--- config.mk ---
export PLATFORM = sky130hd
export DESIGN_NAME = iterative_divider_64_32
export DESIGN_NICKNAME = d
export VERILOG_FILES = /design/src/rtl/iterative_divider_64_32.sv
export SDC_FILE = /design/constraint.sdc
export NUM_CORES = 1
export LEC_CHECK = 0
export CAP_MARGIN = 20
export CELL_PAD_IN_SITES_DETAIL_PLACEMENT = 1
export CELL_PAD_IN_SITES_GLOBAL_PLACEMENT = 1
export CORE_ASPECT_RATIO = 0.7
export CORE_UTILIZATION = 40
export DETAILED_ROUTE_END_ITERATION = 7
export PLACE_DENSITY = 0.8
export RECOVER_POWER = 25
export SYNTH_ARGS = -nofsm -noshare
export SYNTH_HDL_FRONTEND = slang
export SYNTH_SLANG_ARGS = --single-unit
--- constraint.sdc ---
create_clock -name clk -period 4 [get_ports clk]
set_input_delay 0.4 -clock clk [delete_from_list [all_inputs] [get_ports clk]]
set_output_delay 0.4 -clock clk [all_outputs]
set_load 0.02 [all_outputs]
--- src/rtl/iterative_divider_64_32.sv ---
// Sequential restoring divider: 2N-bit dividend / N-bit divisor, one quotient
// bit per clock. Overflow (including divide-by-zero) is detected up front.
module iterative_divider_64_32 #(
    parameter int unsigned N = 32
) (
    input  logic             clk,
    input  logic             rst,
    input  logic             enable,
    input  logic [2*N-1:0]   A,
    input  logic [N-1:0]     B,
    output logic [N-1:0]     Q,
    output logic [N-1:0]     R,
    output logic             busy,
    output logic             done,
    output logic             ovf
);

    localparam int unsigned CW = ($clog2(N) > 0) ? $clog2(N) : 1;

    typedef enum logic [1:0] {
        IDLE,
        RUN,
        DONE
    } state_t;

    state_t        state_q, state_d;
    logic [N-1:0]  b_q, b_d;
    logic [N-1:0]  rem_q, rem_d;
    logic [N-1:0]  qsh_q, qsh_d;
    logic [CW-1:0] cnt_q, cnt_d;
    logic [N-1:0]  quo_q, quo_d;
    logic [N-1:0]  rmd_q, rmd_d;
    logic          ovf_q, ovf_d;

    // The shifted-out MSB of rem must join the compare, hence N+1 bits.
    logic [N:0]    t;
    logic [N:0]    diff;

    always_comb begin
        state_d = state_q;
        b_d     = b_q;
        rem_d   = rem_q;
        qsh_d   = qsh_q;
        cnt_d   = cnt_q;
        quo_d   = quo_q;
        rmd_d   = rmd_q;
        ovf_d   = ovf_q;
        t       = '0;
        diff    = '0;

        case (state_q)
            IDLE: begin
                if (enable) begin
                    b_d   = B;
                    rem_d = A[2*N-1:N];
                    qsh_d = A[N-1:0];
                    cnt_d = '0;
                    // A high half >= B means the quotient cannot fit (covers B == 0).
                    if (A[2*N-1:N] >= B) begin
                        state_d = DONE;
                        ovf_d   = 1'b1;
                        quo_d   = '1;
                        rmd_d   = '0;
                    end else begin
                        state_d = RUN;
                    end
                end
            end

            RUN: begin
                t    = {rem_q, qsh_q[N-1]};
                diff = t - {1'b0, b_q};
                if (t >= {1'b0, b_q}) begin
                    rem_d = diff[N-1:0];
                    qsh_d = {qsh_q[N-2:0], 1'b1};
                end else begin
                    rem_d = t[N-1:0];
                    qsh_d = {qsh_q[N-2:0], 1'b0};
                end
                cnt_d = cnt_q + 1'b1;
                if (cnt_q == CW'(N-1)) begin
                    state_d = DONE;
                    quo_d   = qsh_d;
                    rmd_d   = rem_d;
                    ovf_d   = 1'b0;
                end
            end

            DONE: begin
                if (!enable) begin
                    state_d = IDLE;
                end
            end

            default: begin
                state_d = IDLE;
            end
        endcase
    end

    always_ff @(posedge clk) begin
        if (rst) begin
            state_q <= IDLE;
            b_q     <= '0;
            rem_q   <= '0;
            qsh_q   <= '0;
            cnt_q   <= '0;
            quo_q   <= '0;
            rmd_q   <= '0;
            ovf_q   <= 1'b0;
        end else begin
            state_q <= state_d;
            b_q     <= b_d;
            rem_q   <= rem_d;
            qsh_q   <= qsh_d;
            cnt_q   <= cnt_d;
            quo_q   <= quo_d;
            rmd_q   <= rmd_d;
            ovf_q   <= ovf_d;
        end
    end

    assign Q    = quo_q;
    assign R    = rmd_q;
    assign ovf  = ovf_q;
    assign busy = (state_q == RUN);
    assign done = (state_q == DONE);

endmodule

# Yosys cells after proc, flatten, opt, wreduce, memory -nomap -nowiden
# Cells that the tools add are included.
# totals
reg_bits,168
in_bits,99
output_inout_bits,67
word_cells,50
# op_classes
add_sub_neg,2
magnitude_cmp,2
eq_ne,7
muxes,25
n_reduce_logical,6
# ops
op,n
2-to-1 mux 32 bit,9
case mux 32 bit (2 select lines),4
>= comparator 33 x 32 -> 1 bit,1
>= comparator 32 bit,1
subtractor 32 bit,1
case mux 5 bit (2 select lines),1
2-to-1 mux 2 bit,4
"!= test 2 bit, second input constant",3
case mux 2 bit (3 select lines),1
"adder 5 x 1 -> 5 bit, second input constant",1
"== test 5 bit, second input constant",1
2-to-1 mux 5 bit,1
2-to-1 mux 1 bit,4
AND reduction 2 bit,2
AND reduction 4 bit,1
AND reduction 3 bit,1
"== test 2 x 1 -> 1 bit, second input constant",1
"== test 2 bit, second input constant",1
logical NOT 2 bit,1
"!= test 2 x 1 -> 1 bit, second input constant",1
case mux 1 bit (2 select lines),1
nonzero test 2 bit,1

# Depth between registers and ports, before layout
# Gate-level depths: netlist of the first run.
# depth
word_depth,4
depth_mapped,13

# Worst setup path after synthesis of the first run
# OpenSTA, ideal clock, no wires.
# synth_path
path_type,reg-to-reg
startpoint,register b_q[1]
endpoint,register rem_q[20]
setup_ns,0.134
arrival_ns,2.632
path_slack_ns,1.234
path_stages_with_launch,13
n_path_buf,2
period_less_slack_ns,2.766
cell_sequence,dfxtp_1 -> inv_1 -> ha_1 -> nor2b_1 -> o31a_1 -> o311a_1 -> o31ai_4 -> a211oi_4 -> or2_1 -> buf_6 -> buf_6 -> a31oi_2 -> a31oi_1
# synth_between
elab_chain_len,3
word_cells_on_any_way,4
classes_between,add/sub: 1; order compare: 1; mux: 2
# synth_lines
element,line_no,rtl
"start, declared",27,"logic [N-1:0] b_q, b_d;"
"start signal, assigned",104,b_q <= '0;
"start signal, assigned",113,b_q <= b_d;
subtractor 32 bit / >= comparator 33 x 32 -> 1 bit (equally long branches),"72, 73",
2-to-1 mux 32 bit *,73,"if (t >= {1'b0, b_q}) begin"
case mux 32 bit (2 select lines) *,51,case (state_q)
"end signal, assigned",114,rem_q <= rem_d;
"end, declared",28,"logic [N-1:0] rem_q, rem_d;"
# Every way passes the cells marked *; elsewhere a longest branch is shown, timed or not.
# A chain may end at the register's enable or synchronous reset.

# Worst setup path after layout of the first run
# layout_path
startpoint,register b_q[1]
endpoint,register rmd_q[21] (netlist: R[21])
# layout_between
elab_chain_len,4
word_cells_on_any_way,5
classes_between,add/sub: 1; order compare: 1; mux: 3
# layout_lines
element,line_no,rtl
subtractor 32 bit / >= comparator 33 x 32 -> 1 bit (equally long branches),"72, 73",
2-to-1 mux 32 bit *,73,
2-to-1 mux 32 bit *,81,if (cnt_q == CW'(N-1)) begin
case mux 32 bit (2 select lines) *,51,
"end signal, assigned",118,rmd_q <= rmd_d;
"end, declared",32,"logic [N-1:0] rmd_q, rmd_d;"
# Every way passes the cells marked *; elsewhere a longest branch is shown, timed or not. The select of a mux whose other input is x is not followed.

==> metrics.txt, run 1 <==
Synth top area share around a third; crit path capture type register; TritonCTS Sinks roughly 170; largest net degree at the start of global routing 81; Gate Count Post-Synth between 1000 and 1500; CP Launch Type register; Final Skew ~11 ps; peak supply drop ~0.40 mV; warnings from Yosys 0; first-pass GRT wire length roughly 53000 um; EDFF count, synth 0; period utilization a little over four fifths; Final Power a little under 0.007 W; Starting Density between 40% and 50%; Area contributors post-synth dfxtp_1 35%, ha_1 8.6%, nand2_1 6.9%; fmax 295 MHz; clk root buf clkbuf_16; Reg2Reg Setup Slack 610 ps; FFs w/ async S/R, synth 0%; final std cells w/o fill between 1500 and 2000; Post-synth top flop dfxtp_1; most common cell in the synthesized netlist nand2_1; Synth cell types around 70; hold depth 2; Worst Hold End ovf; Die Height between 100 and 150 um; Worst R2R Path Depth 12; die extent in x about 190 um; Clock Latency Late Sink about 460 ps; syn_area_per_cell roughly 8.0 sq um; outcome finished with violations; final setup TNS 0 ps; Longest Clk Path Bufs 2; Vias 9517; Final setup viols 0; cts hold-fix bufs 0; HPWL after detailed placement about 24000 um; hold path startpoint rst; fin crit period about 3400 ps; Synth area leader dfxtp_1; port bufs approximately 170; Reg clk slew, reported paths around 70 ps; origin of the critical flop-to-flop path b_q[1]; worst-path maximum fanout 16; Synth-to-Final Area Change 26.7%; Residual DRC 0; Yosys reg bits roughly 170; Pleak just under 5 nW; CP arrival about 3700 ps; cts repair resizes 0; via-per-instance ratio 5.81; max-cap violations 2; failing checks max-capacitance violations, max-slew violations; FP Rows 46; CTS tree done; Final Hold Viols 0; Nets between 1000 and 1500; violation count after the first detailed-routing iteration between 500 and 600; Crit Reg-Reg Endpoint R[21]; Netlist Area Pre-Place between 0.009 and 0.01 sq mm; CORE AREA between 0.02 and 0.025 sq mm; layout cells sized above 1 around 5.5%; Num CTS Buffers 17; PwrDens ~560 mW/mm^2; total congestion overflow 0; area of the die approximately 0.025 sq mm; most frequent cells after synthesis 176 x nand2_1, 168 x dfxtp_1, 103 x nor2_1; RSZ-0062 raised after global routing false; H-tree depth 4; worst slew pin tran 2170 ps; syn nets roughly 1400; Worst slew margin -44.5%; Antenna Nets Post-Route 0; GPL Wtd Cong between 0.9 and 1; Global Route Usage Sum a little over a quarter; io pins 166; vias in the first global route 9612; sequential fraction of the synthesis area between 30% and 40%; Post-CTS Setup Inserts 0; Placed Instances between 1500 and 2000; required time of the critical path around 4300 ps; initial antenna violation count 1; DRT Pass-1 Iters 5; Hold/Removal Path Class input port to register; antenna cells 0; crit path kind register to register; Routed WL per cell about 20 um; fin. max-slew vios 79; total wire length approximately 33000 um
layout by cell type (no fill, tap or decap), types with 23 or more instances in the layout:
cell type and count:
nand3_1 25, mux2i_1 23, o22ai_1 23, nor2_1 103
inv_1 82, dlygate4sd3_1 39, ha_1 66, a21oi_1 84
nand2_1 176, dfxtp_1 168, a211oi_1 41, a22oi_1 25
a311oi_1 34, o21ai_0 25, clkdlybuf4s50_1 125
routing by layer:
metal	up-vias	part of all wire (%)	GRT usage, %
li1	4556	-	-
met1	4668	49	37.5
met2	248	44	41.9
met3	43	5.4	5.50
met4	2	1.8	7.70
met5	-	0.039	0
worst max-delay path by stage:
| stage | startpoint | to | slack [ps] | cells past startpoint |
|---|---|---|---|---|
| floorplan | b_q[1] | rem_q[20] | 1230 | 12 |
| global placement | B[29] | R[23] | 530 | 12 |
| detailed placement | B[28] | Q[20] | 360 | 12 |
| CTS | rem_q[0] | R[21] | 630 | 11 |
| global route | b_q[20] | rem_q[21] | 440 | 12 |
| finish | b_q[1] | R[21] | 610 | 12 |
where the power goes:
group / switching, W / internal (W)
clock network: 0.000792 / 0.00114
logic: 0.00178 / 0.00116
registers: 0.000121 / 0.00184
worst max-delay path: stages (launching register included):
cell,delay [ps]
dfxtp_1,360
inv_1,100
ha_1,310
nor2b_1,140
o31a_1,280
o311a_1,400
o31ai_4,410
a211oi_4,120
or2_2,350
buf_12,180
mux2i_1,340
buf_4,180
o32ai_1,60
area by class of cell:
cell class / instances / area, sq um
multi-input combinational: 857 / 5550
inverter: 82 / 308
tap: 312 / 390
fill: 2776 / 10900
sequential: 168 / 3360
clock inverter: 14 / 229
clock buffer: 18 / 439
timing repair buffer: 188 / 1840
per-stage QoR:
step           hold WS, ps  setup WS [ps]  cell area, sq um  util [%]
6_report               420            608             12100      52.7
5_1_grt                429            442             12100      52.7
4_1_cts                393            632             12100      52.7
3_5_place_dp           448            358             11500      49.8
3_3_place_gp           443            529             11500      49.8
2_1_floorplan          436           1230              9560         -
logic make-up (layout without fill, tap and decap cells):
family / after synthesis / after routing / synth area share, %
flops: 168 / 168 / 35.2
buf+inv: 164 / 302 / 6.96
mux: 26 / 26 / 2.76
xor+xnor: 23 / 23 / 2.11
compound gates: 359 / 359 / 26.6
fa+ha+maj: 67 / 67 / 8.84
simple gates: 382 / 382 / 17.5
flip-flops by register name, indices dropped and copies added (netlist names):
signal   flops
R           32
qsh_q       32
state_q      2
Q           32
cnt_q        5
b_q         32
rem_q       32
ovf          1
No activity file was read; power rests on OpenSTA's default activity.
==> run 2, diff against run 1 <==
- CORE_UTILIZATION: 40 -> 36
- PLACE_DENSITY: 0.8 -> 0.75
- clock period: 4 -> 3 ns (I/O delays scaled with it)
==> metrics.txt, run 2 (synthesis gave the netlist of run 1 again) <==
most common cell after layout, fill and taps aside nand2_1; violation count after the first detailed-routing iteration 555 (+0.18%); Final Skew 11.0 ps (+0.162 ps); failing checks negative setup slack; Max Used Layer met4; Num CTS Buffers 17 (unchanged); area of the die 0.0272 sq mm (+11%); fin. max-slew vios 0 (-100%); crit-path leading delay family compound AO/OA/AOI/OAI gates; Clock Latency Late Sink 440 ps (-20 ps); Vias 10000 (+5.6%); fin area 0.0133 sq mm (+10%); Routed WL per cell 20.1 um (-0.13%); Place WS -368 ps (-725 ps); RSZ-0062 raised after global routing true; GPL Wtd Cong 0.911 (-2.2%); Net Switching 0.00404 W (+50%); worst hold slack 166 ps (-255 ps); DR WL met3 1780 um (-0.89%); required time of the critical path 3330 ps (-950 ps); antenna cells 0 (unchanged); register share of total power 26.5% (-2.2 points); first-pass GRT wire length 56000 um (+6.1%); CP Launch Type register; clk root buf clkbuf_16; CORE AREA 0.0259 sq mm (+12%); Antenna Nets Post-Route 0 (unchanged); fin worst setup slack -5.79 ps (-614 ps); worst-path maximum fanout 12 (-4); Residual DRC 0 (unchanged); H-tree depth 4 (unchanged); commonest non-fill, non-tap cells in the layout 175 x nand2_1, 166 x dfxtp_1, 121 x clkdlybuf4s50_1, 121 x buf_4, 102 x nor2_1; io pins 166 (unchanged); Post-DP Area 0.0123 sq mm (+7.2%); largest net degree at the start of global routing 81 (unchanged); via-per-instance ratio 5.62 (-3.3%); crit path kind register to register; Sw Ratio 40.9% (+1.4 points); Hold/Removal Path Class input port to register; fin crit period 3010 ps (-386 ps); initial antenna violation count 0 (-1); Gate power share 50.4% (+7.3 points); Power Internal 0.00585 W (+41%); layout cells sized above 1 16.1% (+11 points); fillcell total 3066 (+10%); Placed Instances 1750 (+8.9%); Synth-to-Final Area Change 39.4%; DRT Pass-1 Iters 5 (unchanged); Clk pwr share 23.2% (-5.1 points); worst path buffer plus inverter count 2 (-1); crit path capture type register; Starting Density 37.0% (-4.6 points); port bufs 165 (unchanged); die extent in x 197 um (+5.4%); metal2 WL 16400 um (+13%); total congestion overflow 0 (unchanged); outcome finished with violations; Final Power 0.00989 W (+45%); total wire length 35900 um (+9.0%); CP peak stage delay 400 ps (about the same); max-cap violations 0 (-2); CP arrival 3340 ps (-330 ps); fmax 333 MHz (+13%); worst slew pin tran 1330 ps (-840 ps); Pleak 5.45 nW (+11%); cts hold-fix bufs 0 (unchanged); HPWL after detailed placement 25600 um (+7.9%); FP Rows 49 (+6.5%); Final Hold Viols 0 (unchanged); Global Route Usage Sum 25.8% (-1.1 points); Die Height 138 um (+5.3%); Longest Clk Path Bufs 2 (unchanged); CTS tree done; Nets 1585 (+7.1%); period utilization 100% (+15 points); Reg clk slew, reported paths 70 ps (about the same); CP cell instances inv_4, ha_4, nor2b_1, o31a_1, o311a_4, o31ai_4, a211oi_4, or2_4, buf_8, mux2i_4, o22ai_1; M1 WL 17300 um (+7.6%); peak supply drop 0.489 mV (+23%); PwrDens 742 mW/mm^2 (+31%); TritonCTS Sinks 168 (unchanged); vias in the first global route 10300 (+7.1%); Worst slew margin 11.5% (+56 points); final std cells w/o fill 1789 (+9.2%); Final setup viols 2 (+2); CP max-delay cell o311a_4
==> run 2: cell types whose count changed in the layout (fill, tap and decap cells not counted), moves of 5 or more <==
| cell | delta |
|---|---|
| mux2i_4 | +8 |
| ha_1 | -6 |
| buf_4 | +100 |
| a211oi_2 | +5 |
| a211oi_1 | -5 |
| mux2i_1 | -12 |
==> run 2: worst reg2reg max path, cell delays in order, from the launching register on <==
cell and delay, ps:
dfxtp_2 350, inv_4 50, ha_4 210, nor2b_1 130, o31a_1 310, o311a_4 400
o31ai_4 380, a211oi_4 120, or2_4 300, buf_8 180, mux2i_4 220, o22ai_1 250
==> run 2: metal layers <==
layer / vias to the layer above / GRT usage, %
met2: 266 / 41.0
li1: 4768 / -
met5: - / 0
met3: 38 / 4.42
met4: 0 / 6.28
met1: 4974 / 36.2
==> run 2: worst paths after layout <==
path                from       end  slack, ps  cells after the start
hold reg to reg    R[14]     R[14]        460                      1
setup / recovery  b_q[1]  rem_q[5]         -6                     11
hold / removal       rst     R[30]        170                      2
setup reg to reg  b_q[1]  rem_q[5]         -6                     11
==> run 2: stage by stage <==
| step | TNS (ps) | utilization, % |
|---|---|---|
| after floorplan | 0 | - |
| after global placement | -8280 | 47.5 |
| after detailed placement | -16460 | 47.5 |
| after CTS | 0 | 50.2 |
| after global routing | -670 | 51.5 |
| final | -7.69 | 51.5 |
==> run 2: what timing repair did <==
action | 4_1_cts | 5_1_grt
buffers inserted | 1 | 4
pin swaps | 1 | 19
cloned | 0 | 2
resized for setup | 16 | 61
endpoints found under the setup margin | 50 | 79
==> run 2: power by group through the flow <==
stage	registers [W]	clock network (W)	logic, W
2_1_floorplan	0.00267	0	0.00265
3_3_place_gp	0.00264	0	0.00418
3_5_place_dp	0.00265	0	0.00430
4_1_cts	0.00260	0.00233	0.00446
5_1_grt	0.00264	0.00241	0.00532
6_report	0.00262	0.00229	0.00498
==> run 2: layout make-up <==
cell class | instances | area (sq um) | share of cell area (%)
multi-input combinational | 857 | 5900 | 44.3
sequential | 168 | 3370 | 25.2
timing repair buffer | 293 | 2720 | 20.4
tap | 357 | 447 | 3.35
clock buffer | 18 | 439 | 3.29
inverter | 82 | 310 | 2.33
clock inverter | 14 | 156 | 1.17
==> run 3, diff against run 2 <==
- CORE_MARGIN: unset -> 2
- REMOVE_ABC_BUFFERS: unset -> 1
==> metrics.txt, run 3 (synthesis gave the netlist of run 1 again) <==
required time of the critical path 3380 ps (+50 ps); Clock Latency Late Sink 440 ps (about the same); Hold/Removal Path Class input port to register; worst slew pin tran 881 ps (-445 ps); Reg clk slew, reported paths 70 ps (about the same); Num CTS Buffers 17 (unchanged); fillcell total 3113 (+1.5%); Final setup viols 1 (-1); CP arrival 3410 ps (+70 ps); fmax 331 MHz (-0.59%); violation count after the first detailed-routing iteration 503 (-9.4%); worst-path maximum fanout 4 (-8); via-per-instance ratio 5.44 (-3.1%); failing checks negative setup slack; Antenna Nets Post-Route 0 (unchanged); Final Skew 12.0 ps (+1.04 ps); total congestion overflow 0 (unchanged); antenna cells 0 (unchanged); CTS tree done; largest net degree at the start of global routing 81 (unchanged); Die Height 140 um (+1.4%); outcome finished with violations; Starting Density 37.0% (unchanged); port bufs 165 (unchanged); Global Route Usage Sum 24.5% (-1.3 points); Nets 1585 (unchanged); crit path capture type register; Vias 9735 (-3.1%); io pins 166 (unchanged); initial antenna violation count 1 (+1); final std cells w/o fill 1789 (unchanged); most common cell after layout, fill and taps aside nand2_1; Final Power 0.00966 W (-2.4%); vias in the first global route 9781 (-5.0%); period utilization 101% (+0.59 points); fin worst setup slack -23.5 ps (-17.7 ps); crit-path leading delay family compound AO/OA/AOI/OAI gates; Synth-to-Final Area Change 38.2%; area occupied by multi-input gates 0.00573 sq mm (-2.9%); crit path kind register to register; CP max-delay cell a2111oi_0; Sequential Area 0.00336 sq mm (about the same); Placed Instances 1745 (-0.29%); die extent in x 199 um (+1.0%); CP cell instances inv_2, ha_4, nor2b_1, o31a_1, o311a_4, o21a_2, o2111ai_1, buf_4, nand3_1, a2111oi_0, or3_1; fin crit period 3020 ps (+17.7 ps); FP Rows 49 (unchanged); Residual DRC 0 (unchanged); DRT Pass-1 Iters 5 (unchanged); commonest non-fill, non-tap cells in the layout 175 x nand2_1, 168 x dfxtp_1, 164 x clkdlybuf4s50_1, 116 x buf_4, 102 x nor2_1; CP peak stage delay 510 ps (+110 ps); area of the die 0.0279 sq mm (+2.5%); first-pass GRT wire length 53700 um (-4.0%); CORE AREA 0.0259 sq mm (unchanged); layout cells sized above 1 14.9% (-1.2 points); RSZ-0062 raised after global routing true; Routed WL per cell 19.7 um (-2.1%); peak supply drop 0.468 mV (-4.2%); clk root buf clkbuf_16; PwrDens 731 mW/mm^2 (-1.5%); Pleak 5.31 nW (-2.7%); Worst slew margin 41.2% (+30 points); worst path buffer plus inverter count 2 (unchanged); total wire length 35200 um (-2.1%); GPL Wtd Cong 0.890 (-2.3%); H-tree depth 4 (unchanged); HPWL after detailed placement 25200 um (-1.6%); TritonCTS Sinks 168 (unchanged); Final Hold Viols 0 (unchanged); max-cap violations 0 (unchanged); final setup TNS -23.5 ps (-15.8 ps); fin. max-slew vios 0 (unchanged); CP Launch Type register; Longest Clk Path Bufs 2 (unchanged)
run 3: cell types whose count changed in the layout (fill, tap and decap cells not counted), sizes merged, moves of 2 or more:
cell / delta
inv: -3
clkinvlp: -2
clkbuf: +2
clkdlybuf4s50: +43
clkinv: +4
dlygate4sd3: -43
run 3: final timing paths:
| path | slack, ps | end | from | cells past startpoint |
|---|---|---|---|---|
| max reg2reg | -20 | R[31] | b_q[1] | 11 |
| min | 360 | ovf | rst | 2 |
| max | -20 | R[31] | b_q[1] | 11 |
| min reg2reg | 460 | b_q[3] | b_q[3] | 2 |
run 3: stage by stage:
step                util, %  hold slack [ps]  setup WS (ps)  area [sq um]
finish                 51.1              364          -23.5         13200
global route           51.1              383           -137         13200
CTS                    49.8              350           1.86         12900
detailed placement     47.5              448           -429         12300
global placement       47.5              443           -358         12300
floorplan                 -              365          -2760          9210
run 3: repair_timing:
| item | in CTS | in global routing |
|---|---|---|
| resized for setup | 2 | 39 |
| pin swaps | 2 | 12 |
| gates cloned | 0 | 3 |
| endpoints found under the setup margin | 65 | 78 |
| hold buffers | 0 | 0 |
| buffers inserted | 0 | 9 |
run 3: routing by layer:
| metal | track usage (%) | wire length (um) | vias up | part of all wire (%) |
|---|---|---|---|---|
| met5 | 0 | 13 | - | 0.037 |
| met4 | 5.46 | 516 | 2 | 1.5 |
| met3 | 4.60 | 1430 | 29 | 4.1 |
| met2 | 38.0 | 15500 | 186 | 44 |
| met1 | 35.1 | 17700 | 4756 | 50 |
| li1 | - | - | 4762 | - |
run 3: layout make-up:
type	count	share of cell area (%)
Clock buffer	19	3.43
Clock inverter	13	1.04
Inverter	82	2.33
Multi-Input combinational cell	857	43.3
Sequential cell	168	25.4
Tap cell	357	3.38
Timing Repair Buffer	293	21.0
run 3: worst register-to-register path: cells and delay by family (launching register included):
kind / cells / cell delay (ps)
and+or+nand+nor: 3 / 450
adders and majority gates: 1 / 240
AOI/OAI and AO/OA: 5 / 1680
buffers and inverters: 2 / 240
DFF: 1 / 360
run 3: report_power, final:
group / switching (W) / internal (W) / total (W)
clock network: 0.00102 / 0.00121 / 0.00223
logic: 0.00264 / 0.00217 / 0.00481
registers: 0.000162 / 0.00245 / 0.00261
